<file path="config.mk">
export PLATFORM = sky130hd
export DESIGN_NAME = dmem_bridge_flat
export DESIGN_NICKNAME = d
export VERILOG_FILES = /design/src/rtl/dmem_pkg.sv /design/src/rtl/dmem_bridge_if.sv /design/src/rtl/dmem_lane.sv /design/src/rtl/dmem_bridge.sv /design/src/flat_wrapper.sv
export SDC_FILE = /design/constraint.sdc
export NUM_CORES = 1
export LEC_CHECK = 0
export ABC_AREA = 0
export ABC_CLOCK_PERIOD_IN_PS = 1800
export BUFFER_PORTS_ARGS = -buffer_cell sky130_fd_sc_hd__buf_2
export CAP_MARGIN = 40
export CORE_MARGIN = 2
export CORE_UTILIZATION = 45
export DETAILED_ROUTE_END_ITERATION = 10
export PLACE_DENSITY = 0.77
export SYNTH_ARGS = -nofsm -noshare
export SYNTH_HDL_FRONTEND = slang
export SYNTH_SLANG_ARGS = --single-unit
</file>
<file path="constraint.sdc">
create_clock -name clk -period 1.8 [get_ports clk]
set_input_delay 0.09 -clock clk [delete_from_list [all_inputs] [get_ports clk]]
set_output_delay 0.09 -clock clk [all_outputs]
set_load 0.01 [all_outputs]
</file>
<file path="src/rtl/dmem_pkg.sv">
// Shared types and constants for the data-memory bridge (dmem_bridge).
package dmem_pkg;

  localparam int         BEAT_W = 32;
  localparam logic [3:0] BE_ALL = 4'hF;

  typedef enum logic [1:0] {
    MW_NONE  = 2'b00,
    MW_BYTE  = 2'b01,
    MW_WORD  = 2'b10,
    MW_DWORD = 2'b11
  } mw_e;

  typedef enum logic [1:0] {
    S_IDLE = 2'b00,
    S_RLO  = 2'b01,
    S_RHI  = 2'b10,
    S_WHI  = 2'b11
  } state_e;

  typedef enum logic [1:0] {
    LD_BYTE  = 2'b00,
    LD_WORD  = 2'b01,
    LD_DWORD = 2'b10
  } ld_e;

endpackage

</file>
<file path="src/rtl/dmem_bridge_if.sv">
// Core-side request bus plus RAM-side beat bus of the data-memory bridge.
interface dmem_bridge_if
  import dmem_pkg::*;
#(
  parameter int N  = 64,
  parameter int AW = 12
) ();

  // Flow control: a request is presented on adr/wdata/memwrite/rd_en/dword/rd_byte
  // and must be held unchanged while stall=1; the access retires in the first
  // cycle where stall=0. The RAM has no handshake: ram_rdata answers ram_addr
  // one cycle later, and a write happens on every edge with ram_we=1.
  logic [N-1:0]      adr;
  logic [N-1:0]      wdata;
  logic [1:0]        memwrite;
  logic              rd_en;
  logic              dword;
  logic              rd_byte;
  logic [N-1:0]      rdata;
  logic              stall;
  logic              misalign;
  logic [AW-1:0]     ram_addr;
  logic              ram_we;
  logic [3:0]        ram_be;
  logic [BEAT_W-1:0] ram_wdata;
  logic [BEAT_W-1:0] ram_rdata;
  state_e            dbg_state;

  modport master (
    output adr, wdata, memwrite, rd_en, dword, rd_byte, ram_rdata,
    input  rdata, stall, misalign, ram_addr, ram_we, ram_be, ram_wdata, dbg_state
  );

  modport slave (
    input  adr, wdata, memwrite, rd_en, dword, rd_byte, ram_rdata,
    output rdata, stall, misalign, ram_addr, ram_we, ram_be, ram_wdata, dbg_state
  );

endinterface

</file>
<file path="src/rtl/dmem_lane.sv">
// Byte-lane steering between the core and a 32-bit little-endian RAM beat.
module dmem_lane
  import dmem_pkg::*;
(
  input  logic              st_byte,
  input  logic [1:0]        st_lane,
  input  logic [BEAT_W-1:0] st_data,
  output logic [3:0]        be,
  output logic [BEAT_W-1:0] wdata_out,
  input  logic              ld_byte,
  input  logic [1:0]        ld_lane,
  input  logic [BEAT_W-1:0] ram_rdata,
  output logic [BEAT_W-1:0] ld_val
);

  always_comb begin
    be        = BE_ALL;
    wdata_out = st_data;
    if (st_byte) begin
      be        = 4'b0001 << st_lane;
      wdata_out = {4{st_data[7:0]}};
    end
  end

  always_comb begin
    ld_val = ram_rdata;
    if (ld_byte) begin
      ld_val = {24'b0, ram_rdata[8*ld_lane +: 8]};
    end
  end

endmodule

</file>
<file path="src/rtl/dmem_bridge.sv">
// MEM-stage bridge: byte/word/dword core accesses onto a 32-bit synchronous RAM.
// Optional misalignment trap enabled by defining DMEM_MISALIGN_TRAP_EN.
module dmem_bridge
  import dmem_pkg::*;
#(
  parameter int N  = 64,
  parameter int AW = 12
) (
  input logic clk,
  input logic reset,
  dmem_bridge_if.slave bus
);

  mw_e               mw;
  logic              wr_req;
  logic              rd_req;
  ld_e               ld_kind;
  logic [AW-1:0]     base_addr;
  logic              bad_now;

  state_e            state;
  logic [AW-1:0]     req_addr;
  logic [AW-1:0]     hi_addr;
  logic [BEAT_W-1:0] req_hi;
  ld_e               req_kind;
  logic [1:0]        req_lane;
  logic              req_bad;
  logic [BEAT_W-1:0] lo_q;
  logic [N-1:0]      rdata_q;
  logic [N-1:0]      done_val;

  logic [3:0]        st_be;
  logic [BEAT_W-1:0] st_wdata;
  logic [BEAT_W-1:0] ld_val;
  logic              unused_adr_hi;

  assign mw            = mw_e'(bus.memwrite);
  assign wr_req        = (mw != MW_NONE);
  assign rd_req        = bus.rd_en && !wr_req;
  assign ld_kind       = bus.dword ? LD_DWORD : (bus.rd_byte ? LD_BYTE : LD_WORD);
  assign base_addr     = bus.adr[AW+1:2];
  assign hi_addr       = req_addr + AW'(1);
  assign unused_adr_hi = ^bus.adr[N-1:AW+2];
  assign bus.dbg_state = state;

`ifdef DMEM_MISALIGN_TRAP_EN
  logic conflict;
  logic misalign_q;

  assign conflict = bus.rd_en && wr_req;

  always_comb begin
    bad_now = 1'b0;
    if (wr_req) begin
      bad_now = ((mw == MW_WORD) && (bus.adr[1:0] != 2'b00)) ||
                ((mw == MW_DWORD) && (bus.adr[2:0] != 3'b000));
    end else if (rd_req) begin
      bad_now = ((ld_kind == LD_WORD) && (bus.adr[1:0] != 2'b00)) ||
                ((ld_kind == LD_DWORD) && (bus.adr[2:0] != 3'b000));
    end
  end

  always_ff @(posedge clk) begin
    if (reset) begin
      misalign_q <= 1'b0;
    end else if ((state == S_IDLE) && (wr_req || rd_req) && (bad_now || conflict)) begin
      misalign_q <= 1'b1;
    end
  end

  assign bus.misalign = misalign_q;
`else
  // Sub-word address bits are simply dropped: ram_addr never sees them.
  assign bad_now      = 1'b0;
  assign bus.misalign = 1'b0;
`endif

  dmem_lane u_lane (
    .st_byte   (mw == MW_BYTE),
    .st_lane   (bus.adr[1:0]),
    .st_data   (bus.wdata[BEAT_W-1:0]),
    .be        (st_be),
    .wdata_out (st_wdata),
    .ld_byte   (req_kind == LD_BYTE),
    .ld_lane   (req_lane),
    .ram_rdata (bus.ram_rdata),
    .ld_val    (ld_val)
  );

  // A trapped load completes on normal timing but returns zero.
  always_comb begin
    done_val = N'(ld_val);
    if (req_bad) begin
      done_val = '0;
    end else if (state == S_RHI) begin
      done_val = N'({bus.ram_rdata, lo_q});
    end
  end

  always_ff @(posedge clk) begin
    if (reset) begin
      state    <= S_IDLE;
      req_addr <= '0;
      req_hi   <= '0;
      req_kind <= LD_WORD;
      req_lane <= '0;
      req_bad  <= 1'b0;
      lo_q     <= '0;
      rdata_q  <= '0;
    end else begin
      case (state)
        S_IDLE: begin
          if (wr_req) begin
            req_addr <= base_addr;
            req_hi   <= bus.wdata[N-1:N-BEAT_W];
            req_bad  <= bad_now;
            if (mw == MW_DWORD) state <= S_WHI;
          end else if (rd_req) begin
            req_addr <= base_addr;
            req_kind <= ld_kind;
            req_lane <= bus.adr[1:0];
            req_bad  <= bad_now;
            state    <= S_RLO;
          end
        end
        S_RLO: begin
          if (req_kind == LD_DWORD) begin
            lo_q  <= bus.ram_rdata;
            state <= S_RHI;
          end else begin
            rdata_q <= done_val;
            state   <= S_IDLE;
          end
        end
        S_RHI: begin
          rdata_q <= done_val;
          state   <= S_IDLE;
        end
        S_WHI:   state <= S_IDLE;
        default: state <= S_IDLE;
      endcase
    end
  end

  // Completion states drive only from the latched request, never from the core inputs.
  always_comb begin
    bus.ram_addr  = base_addr;
    bus.ram_we    = 1'b0;
    bus.ram_be    = BE_ALL;
    bus.ram_wdata = st_wdata;
    bus.stall     = 1'b0;
    bus.rdata     = rdata_q;
    if (!reset) begin
      case (state)
        S_IDLE: begin
          if (wr_req) begin
            bus.ram_we = !bad_now;
            bus.ram_be = st_be;
            bus.stall  = (mw == MW_DWORD);
          end else if (rd_req) begin
            bus.stall = 1'b1;
          end
        end
        S_RLO: begin
          bus.ram_addr = req_addr;
          if (req_kind == LD_DWORD) begin
            bus.ram_addr = hi_addr;
            bus.stall    = 1'b1;
          end else begin
            bus.rdata = done_val;
          end
        end
        S_RHI: begin
          bus.ram_addr = hi_addr;
          bus.rdata    = done_val;
        end
        S_WHI: begin
          bus.ram_addr  = hi_addr;
          bus.ram_we    = !req_bad;
          bus.ram_be    = BE_ALL;
          bus.ram_wdata = req_hi;
        end
        default: ;
      endcase
    end
  end

endmodule

</file>
<file path="src/flat_wrapper.sv">
// flat-port wrapper written by rule: the top's interface ports become plain ports
module dmem_bridge_flat import dmem_pkg::*;
#(
  parameter int N  = 64,
  parameter int AW = 12
)
  (clk, reset, bus_adr, bus_wdata, bus_memwrite, bus_rd_en, bus_dword, bus_rd_byte, bus_ram_rdata, bus_rdata, bus_stall, bus_misalign, bus_ram_addr, bus_ram_we, bus_ram_be, bus_ram_wdata, bus_dbg_state);
  dmem_bridge_if #(.N(N), .AW(AW)) bus_i ();
  input logic clk;
  input logic reset;
  input wire logic [$bits(bus_i.adr)-1:0] bus_adr;
  input wire logic [$bits(bus_i.wdata)-1:0] bus_wdata;
  input wire logic [$bits(bus_i.memwrite)-1:0] bus_memwrite;
  input wire logic [$bits(bus_i.rd_en)-1:0] bus_rd_en;
  input wire logic [$bits(bus_i.dword)-1:0] bus_dword;
  input wire logic [$bits(bus_i.rd_byte)-1:0] bus_rd_byte;
  input wire logic [$bits(bus_i.ram_rdata)-1:0] bus_ram_rdata;
  output wire logic [$bits(bus_i.rdata)-1:0] bus_rdata;
  output wire logic [$bits(bus_i.stall)-1:0] bus_stall;
  output wire logic [$bits(bus_i.misalign)-1:0] bus_misalign;
  output wire logic [$bits(bus_i.ram_addr)-1:0] bus_ram_addr;
  output wire logic [$bits(bus_i.ram_we)-1:0] bus_ram_we;
  output wire logic [$bits(bus_i.ram_be)-1:0] bus_ram_be;
  output wire logic [$bits(bus_i.ram_wdata)-1:0] bus_ram_wdata;
  output wire logic [$bits(bus_i.dbg_state)-1:0] bus_dbg_state;
  assign bus_i.adr = bus_adr;
  assign bus_i.wdata = bus_wdata;
  assign bus_i.memwrite = bus_memwrite;
  assign bus_i.rd_en = bus_rd_en;
  assign bus_i.dword = bus_dword;
  assign bus_i.rd_byte = bus_rd_byte;
  assign bus_i.ram_rdata = bus_ram_rdata;
  assign bus_rdata = bus_i.rdata;
  assign bus_stall = bus_i.stall;
  assign bus_misalign = bus_i.misalign;
  assign bus_ram_addr = bus_i.ram_addr;
  assign bus_ram_we = bus_i.ram_we;
  assign bus_ram_be = bus_i.ram_be;
  assign bus_ram_wdata = bus_i.ram_wdata;
  assign bus_dbg_state = bus_i.dbg_state;
  dmem_bridge #(.N(N), .AW(AW)) u_core (.clk(clk), .reset(reset), .bus(bus_i));
endmodule
</file>
==> flow_summary.toml, run 1 <==
[setup_path]
slowest_delay_ns = 0.37
path_max_fanout = 4
critPathLaunchType = "register"
required_ns = 1.71
cp_cell_sequence = "inv_4, ha_4, inv_4, nor3_4, buf_6, buf_6, o21ai_4, o31ai_4, buf_2"
cp.buffers_inverters = 5
slowest_stage = "dfxtp_4"
critPathKind = "register to primary output"
cp_top_family = "buffers and inverters"
cp-end-kind = "primary output"
arrival_ns = 2.19

[place]
pre_cts_ws_ns = -0.1020
port_buffers = 232
gp_congestion = 0.9054
hpwl_mm = 17.06

[power_and_ir_drop]
leakage_nw = 5.194
finalPower_mw = 11.21
pwr-share-seq_pct = 32.0
swShare_pct = 32.33
p_switching_mw = 3.624
internal-power_mw = 7.585
combPwrFrac_pct = 31.9
irDropWorstVdd_mv = 0.7867
powerDensity_nw_per_um2 = 892.9
p_clk_share_pct = 36.1

[cts]
cts_tree = "done"
ctsHtreeMaxLevel = 4
clock_path_buffers = 2
cts_root_buf = "clkbuf_16"
cts.sinks = 146
clock_latency_ns = 0.44
cts_buffers = 17
clk_pin_slew_ns = 0.07

[layout]
area_growth_pct = 68.37
post-route-util_pct = 76.51
nets = 1575
layout_common_cells = "nand2_1, buf_2, dfxtp_1"
num-fill-cells = 1028
antennaDiodeCount = 0
regArea_um2 = 2940
final_common_cell = "nand2_1"
drive_gt1_share_pct = 40.04
multi_input_area_um2 = 4996

[synthesis]
yosysTopAreaCell = "dfxtp_1"
synth_cell_type_count = 61
synth_edf_count = 0
postSynthAreaPerCell_um2 = 7.303
synth_area_leaders = "dfxtp_1, nand2_1, a21oi_1"
ys.flop_type = "dfxtp_1"
async_flop_share_pct = 0
yosys.area.top_type_share_pct = 39.20
ys_seq_elements = 146
synth_seq_area_share_pct = 39.20
ys_warn_count = 0
netlist_area_um2 = 7456
syn_inst = 1021
synth_fp_nets = 1193

[sta]
setup_viol = 117
slew_headroom_pct = 58.89
drv_slew = 0
hold_viol_final = 0
fin_crit_ns = 2.278
setup_ws_ns = -0.4782
tightest_slew_ns = 0.6102
rsz0062_at_grt = "true"
period_share_pct = 126.6
fin_skew_ns = 0.01338
timing.fmax_mhz = 438.9

[global_route]
grt_antenna_before_repair = 0
busiest_layer = "met2"
grt_usage_pct = 34.49
grt_max_degree = 70
grtUsageMet3_pct = 7.203
met1_usage_pct = 41.71
grt_overflow_total = 0
grt_pass1_wl_mm = 48.66
globalRouteMet2Util_pct = 56.36
grt_pass1_vias = 9393

[route]
vias = 10070
drc = 0
ant_nets = 0
firstDrtPassIters = 8
wl_mm = 34.42
drtIter0Drc = 1423
via_per_inst = 6.154
wl_per_cell_um = 21.04

[die]
start_util_pct = 45.44
coreArea_um2 = 16410
rows = 47
die_area_um2 = 17610
pin_count = 284
die_w_um = 132.7
die_h_um = 132.7

[min_path]
hp-class = "input port to register"

[run_status]
status = "complete, but fails checks"
violations = "setup timing"

[flow_run]
cap_violations = 0
flip-flops by register name, indices dropped and copies added (netlist names):
signal / count
u_core.rdata_q: 64
u_core.lo_q: 32
u_core.req_hi: 32
u_core.req_addr: 12
u_core.bus.dbg_state: 2
u_core.req_kind: 2
u_core.req_lane: 2
path summary, 6_finish.rpt:
check	slack, ns	to	start	depth (start not counted)
setup / recovery	-0.48	bus_rdata[5]	u_core.bus.dbg_state[1]	9
hold / removal	0.1	u_core.rdata_q[45]	bus_ram_rdata[13]	3
setup reg to reg	-0.02	u_core.rdata_q[12]	u_core.bus.dbg_state[1]	9
hold reg to reg	0.45	u_core.req_hi[28]	u_core.req_hi[28]	2
cells in the mapped netlist (5+ instances only):
| cell | count |
|---|---|
| a211oi_1 | 5 |
| a21oi_1 | 134 |
| a221oi_1 | 6 |
| a22o_1 | 35 |
| a22oi_1 | 50 |
| a2bb2oi_1 | 5 |
| and2_1 | 7 |
| buf_2 | 30 |
| clkbuf_1 | 47 |
| dfxtp_1 | 146 |
| ha_1 | 5 |
| inv_1 | 16 |
| mux2i_1 | 8 |
| nand2_1 | 276 |
| nand3_1 | 21 |
| nor2_1 | 61 |
| nor4b_1 | 5 |
| o21ai_0 | 79 |
| o21bai_1 | 5 |
| o31ai_1 | 5 |
layer usage:
| layer | wire [µm] | share of wire, % |
|---|---|---|
| met5 | 0 | 0 |
| met4 | 2396 | 7.0 |
| met3 | 3760 | 11 |
| met2 | 15660 | 46 |
| met1 | 12600 | 37 |
cell families after synthesis:
kind of cell / after synthesis / share of synthesized area (%)
adders and majority gates: 5 / 0.8391
muxes: 11 / 1.527
and+or+nand+nor: 403 / 22.86
AOI/OAI and AO/OA: 350 / 29.20
DFF: 146 / 39.20
xor gates and xnor gates: 2 / 0.2350
other: 1 / 0.05030
buffers and inverters: 103 / 6.092
power by group through the flow:
| stage | clock network (mW) | logic, mW | registers [mW] |
|---|---|---|---|
| after floorplan | 0 | 1.30 | 3.58 |
| after global placement | 0 | 2.24 | 3.61 |
| after detailed placement | 0 | 2.28 | 3.61 |
| after CTS | 4.00 | 3.06 | 3.56 |
| after global routing | 4.22 | 3.74 | 3.60 |
| final | 4.04 | 3.58 | 3.59 |
worst register-to-register path: stages, from the launching register on:
cell and delay [ns]:
dfxtp_4 0.39, inv_4 0.06, ha_4 0.28, buf_6 0.13, and2_4 0.18, buf_6 0.13
a22oi_2 0.24, buf_4 0.17, buf_6 0.09, a21oi_2 0.04
stage by stage:
step                std cells  TNS, ns  hold slack, ns  cell area (µm²)
floorplan                1021        0          0.2260             7492
global placement         1466  -0.8560          0.3304             9298
detailed placement       1466   -3.189          0.3373             9298
CTS                      1622   -31.00         0.02985            11990
global route             1636   -47.22          0.1093            12550
finish                   1636   -41.02         0.09806            12550
area by class of cell:
cell class	instances	area share, %
clock inverters	13	1.645
well taps	220	2.193
multi-input cells	773	39.80
clock buffers	19	3.608
flip-flops and latches	146	23.42
inverters	16	0.5382
repair buffers	449	28.79
repair_timing:
action | in CTS | in global routing
endpoints found under the hold margin | 86 | 0
gates resized for setup | 224 | 115
endpoints found under the setup margin | 149 | 154
pin swaps | 45 | 62
setup buffers | 37 | 23
cloned | 10 | 1
hold buffers | 81 | 0
Power figures use the tool's default switching activity.
==> run 2: changes to the inputs <==
- SETUP_SLACK_MARGIN: unset -> 0.3
==> run 2 against run 1 <==
The flow still finishes with violations (setup timing). Total power up 2.0%. Setup slack improved by 0.014 ns. Clock-buffer cell count is the same. Hold slack worse by 0.095 ns. Critical path type unchanged. Highest routed layer unchanged.
==> flow_summary.toml, run 2 (synthesis results as in run 1) <==
[run_status]
status = "complete, but fails checks"
violations = "setup timing"

[layout]
largest_reg_flops = 64
regMostFlops = "u_core.rdata_q"
final_common_cell = "nand2_1"
area_growth_pct = 69.59
layout_common_cells = "nand2_1, buf_2, dfxtp_1"
nets = 1557
reg_top3 = "u_core.rdata_q x64, u_core.lo_q x32, u_core.req_hi x32"
antennaDiodeCount = 0
drive_gt1_share_pct = 40.99
finalInstanceArea_um2 = 12640

[global_route]
grt_usage_pct = 32.38
grt_max_degree = 121
grt_antenna_before_repair = 0
grt_overflow_total = 0
grt_pass1_vias = 8616
grt_pass1_wl_mm = 45.54

[sta]
timing.fmax_mhz = 441.8
tightest_slew_ns = 0.6781
drv_slew = 0
period_share_pct = 125.8
setup_viol = 163
fin_crit_ns = 2.264
finalSetupTns_ns = -41.41
rsz0062_at_grt = "true"
hold_viol_final = 0
setup_ws_ns = -0.4637
fin_skew_ns = 0.009565
slew_headroom_pct = 54.79
timing.hold.ws_ns = 0.003331

[route]
wl_per_cell_um = 21.43
firstDrtPassIters = 6
ant_nets = 0
vias = 9990
drtIter0Drc = 1355
via_per_inst = 6.174
drc = 0
wl_mm = 34.68

[flow_run]
cap_violations = 0

[die]
die_w_um = 132.7
die_area_um2 = 17610
start_util_pct = 45.44
die_h_um = 132.7
rows = 47
pin_count = 284
coreArea_um2 = 16410

[setup_path]
cp_top_family = "compound AO/OA/AOI/OAI gates"
slowest_stage = "nor4b_2"
cp.buffers_inverters = 2
arrival_ns = 2.17
required_ns = 1.71
cp-end-kind = "primary output"
slowest_delay_ns = 0.43
cp_cell_sequence = "buf_4, nor4b_2, o21bai_1, a21oi_1, o31ai_4, buf_2"
critPathKind = "register to primary output"
critPathLaunchType = "register"
path_max_fanout = 7

[cts]
cts_tree = "done"
cts_root_buf = "clkbuf_16"
cts_buffers = 17
ctsHtreeMaxLevel = 4
clock_latency_ns = 0.43
clk_pin_slew_ns = 0.07
cts.sinks = 146
clock_path_buffers = 2

[power_and_ir_drop]
finalPower_mw = 11.43
powerDensity_nw_per_um2 = 903.9
leakage_nw = 5.131
irDropWorstVdd_mv = 0.7773

[place]
gp_congestion = 0.8747
port_buffers = 232
hpwl_mm = 16.61
placed_area_um2 = 9365

[min_path]
hp-class = "input port to register"
[run 2: final timing paths]
check | from | end | slack, ns | cells past startpoint
worst max-delay path | u_core.req_kind[1] | bus_rdata[5] | -0.46 | 6
worst min register to register | u_core.rdata_q[31] | u_core.rdata_q[31] | 0.45 | 2
worst min-delay path | bus_ram_rdata[17] | u_core.rdata_q[49] | 0.003 | 3
worst max register to register | u_core.bus.dbg_state[0] | u_core.rdata_q[42] | -0.22 | 10
[run 2: worst register-to-register path, delay by kind of cell, from the launching register on]
kind | cells | cell delay, ns
adder cells (fa/ha/maj) | 1 | 0.31
AND/OR/NAND/NOR | 2 | 0.15
buffers and inverters | 6 | 0.90
AO/OA/AOI/OAI | 1 | 0.14
flip-flops | 1 | 0.39
[run 2: report_power, final]
group | internal [mW] | total [mW] | switching, mW
clock | 2.53 | 4.10 | 1.56
combinational | 1.73 | 3.75 | 2.02
sequential | 3.42 | 3.58 | 0.163
total | 7.69 | 11.4 | 3.74
[run 2: final cells by class]
class / count / area (µm²)
multi-input cells: 776 / 5091
fillers: 989 / 3762
repair buffers: 428 / 3603
flip-flops and latches: 146 / 2943
clock buffers: 19 / 442.9
well taps: 220 / 275.3
clock inverters: 13 / 221.5
inverters: 16 / 67.56
[run 2: timing repair]
| item | 4_1_cts | 5_1_grt |
|---|---|---|
| hold buffers | 83 | 0 |
| buffers inserted | 14 | 32 |
| resized for setup | 90 | 175 |
| endpoints found under the hold margin | 84 | 0 |
| endpoints found under the setup margin | 222 | 254 |
| pin swaps | 27 | 60 |
| gates cloned | 11 | 9 |
[run 2: per-layer routing]
layer,track usage [%],vias to the layer above,share of wire (%)
met1,42.58,4676,38
met4,14.58,0,5.7
met3,6.667,202,11
li1,-,4321,-
met5,0,-,0
met2,51.35,791,46
[run 2: per-stage QoR]
stage / std cells / utilization (%) / setup slack (ns)
6_report: 1618 / 77.07 / -0.4637
3_3_place_gp: 1437 / 57.08 / -0.08012
4_1_cts: 1577 / 70.73 / -0.3466
3_5_place_dp: 1437 / 57.08 / -0.1263
2_1_floorplan: 1021 / - / 0.05327
5_1_grt: 1618 / 77.07 / -0.4978
==> run 3: changes to the inputs <==
- SYNTH_HIERARCHICAL: unset -> 1
==> run 3 against run 2 <==
The run still ends with setup timing left. Register-to-register slack gained 0.25 ns. Maximum frequency grew 3.1%. Combinational power shrank 2%. Critical endpoint is now bus_ram_addr[11].
==> flow_summary.toml, run 3 <==
[global_route]
grt_pass1_vias = 8621
grt_pass1_wl_mm = 44.77
grt_overflow_total = 0
grt_usage_pct = 30.89
grt_max_degree = 78
grt_antenna_before_repair = 3

[place]
port_buffers = 232
pre_cts_ws_ns = 0.01739
hpwl_mm = 16.49
dpl.cell_count = 1361
gp_congestion = 0.8517

[min_path]
hp-class = "input port to register"

[sta]
timing.fmax_mhz = 455.6
fin_skew_ns = 0.009346
drv_slew = 0
tightest_slew_ns = 0.5352
period_share_pct = 121.9
slew_headroom_pct = 64.32
setup_ws_ns = -0.3949
setup_viol = 114
fin_crit_ns = 2.195
rsz0062_at_grt = "true"
hold_viol_final = 0

[layout]
reg_top3 = "u_core/rdata_q x64, u_core/lo_q x32, u_core/req_hi x32"
largest_reg_flops = 64
regArea_um2 = 2942
regMostFlops = "u_core/rdata_q"
layout_common_cells = "buf_2, nand2_1, dfxtp_1"
multi_input_area_um2 = 5155
nets = 1455
final_common_cell = "buf_2"
area_growth_pct = 60.17
drive_gt1_share_pct = 40.99
num-fill-cells = 1084
fin_cells = 1515

[synthesis]
synth_edf_count = 0
synth_top_cells_by_count = "nand2_1, dfxtp_1, a21oi_1"
async_flop_share_pct = 0
synth_area_leaders = "dfxtp_1, nand2_1, a21oi_1"
netlist_area_um2 = 7744
ys_seq_elements = 146
yosys.area.top_type_share_pct = 37.74
syn_inst = 961
synth_seq_area_share_pct = 37.74
ys.flop_type = "dfxtp_1"
postSynthAreaPerCell_um2 = 8.058
yosysMostFrequentCell = "nand2_1"
synth_cell_type_count = 64
yosysTopAreaCell = "dfxtp_1"
synth_fp_nets = 1136
ys_warn_count = 6

[die]
die_area_um2 = 18270
die_h_um = 135.2
coreArea_um2 = 16700
pin_count = 284
die_w_um = 135.2
start_util_pct = 46.37
rows = 47

[power_and_ir_drop]
leakage_nw = 5.203
finalPower_mw = 11.13
powerDensity_nw_per_um2 = 897.0
pwr-share-seq_pct = 32.8
combPwrFrac_pct = 33.2
irDropWorstVdd_mv = 0.7435
swShare_pct = 32.86
p_switching_mw = 3.656
p_clk_share_pct = 34.0
internal-power_mw = 7.470

[run_status]
status = "complete, but fails checks"
violations = "setup timing"

[setup_path]
path_max_fanout = 5
critPathLaunchType = "register"
cp.buffers_inverters = 3
slowest_delay_ns = 0.37
arrival_ns = 2.10
required_ns = 1.71
critPathKind = "register to primary output"
slowest_stage = "dfxtp_4"
cp_cell_sequence = "buf_4, ha_4, nor2_4, buf_6, a211oi_2, mux2i_1, o211ai_1, buf_2"
cp_top_family = "buffers and inverters"
cp-end-kind = "primary output"

[cts]
clock_latency_ns = 0.42
cts_root_buf = "clkbuf_16"
cts_buffers = 17
cts.sinks = 146
clock_path_buffers = 2
clk_pin_slew_ns = 0.06
cts_tree = "done"
ctsHtreeMaxLevel = 4

[flow_run]
cap_violations = 0

[route]
vias = 9041
ant_nets = 0
wl_mm = 32.44
via_per_inst = 5.968
firstDrtPassIters = 6
drc = 0
wl_per_cell_um = 21.42
drtIter0Drc = 1084
## run 3: cell count changes after synthesis, moves of 15 or more
cell and delta:
nand3_1 -16, a22oi_1 +15, mux2i_1 +17, o21ai_0 -44, o2bb2ai_1 +32, nor2b_1 +18
nand2_1 -96, a21oi_1 -32, mux2_2 +28, inv_1 +27
## run 3: path summary, 6_finish.rpt
kind,to,slack (ns),startpoint,cells past startpoint
hold / removal,u_core/rdata_q[57],0.02,bus_ram_rdata[25],3
setup reg to reg,u_core/req_hi[9],0.03,u_core/bus.dbg_state[0],10
hold reg to reg,u_core/rdata_q[10],0.45,u_core/rdata_q[10],2
setup / recovery,bus_ram_addr[11],-0.39,u_core/bus.dbg_state[1],8
## run 3: layer usage
metal | track usage, % | routed length [µm] | vias up
li1 | - | - | 4035
met1 | 36.91 | 12100 | 4262
met2 | 50.28 | 15310 | 601
met3 | 10.14 | 3414 | 139
met4 | 14.76 | 1592 | 4
met5 | 0 | 28 | -
## run 3: layout make-up
type	instances	area share [%]
timing repair buffer	392	26.12
clock inverter	12	1.453
inverter	44	1.372
multi-input combinational	679	41.56
clock buffer	20	3.521
sequential	146	23.72
tap	220	2.219
antenna	2	0.04035
## run 3: cell families after synthesis
group	Yosys count	synth area share (%)
flops	146	37.74
other cells	1	0.04843
compound gates	303	27.06
simple gates	310	18.21
fa+ha+maj	8	1.293
buf+inv	136	7.755
mux	57	7.885
## run 3: power by group through the flow
stage               combinational [mW]  clock, mW  sequential [mW]
finish                            3.69       3.79             3.65
global route                      3.87       3.99             3.66
CTS                               3.11       3.82             3.61
detailed placement                2.56          0             3.68
global placement                  2.54          0             3.67
floorplan                         1.82          0             3.64
## run 3: per-stage QoR
stage / area (µm²) / util [%] / TNS, ns / hold WS (ns)
6_report: 12400 / 74.27 / -37.07 / 0.01904
5_1_grt: 12400 / 74.24 / -45.81 / 0.02255
4_1_cts: 11880 / 71.14 / -35.14 / 0.0009018
3_5_place_dp: 9744 / 58.35 / 0 / 0.3316
3_3_place_gp: 9744 / 58.35 / 0 / 0.3237
2_1_floorplan: 8478 / - / 0 / 0.2260
## run 3: tightest hold or removal path: stages
cell and delay [ns]:
buf_2 0.14, a22oi_1 0.09, nor2_1 0.08
## run 3: what timing repair did
item                                    in CTS  in global routing
endpoints found under the setup margin     230                255
gates resized for setup                    107                 77
hold buffers                                81                  0
pin swaps                                   17                 24
buffers inserted                            20                  7
cloned                                       5                  7
endpoints found under the hold margin       89                  0
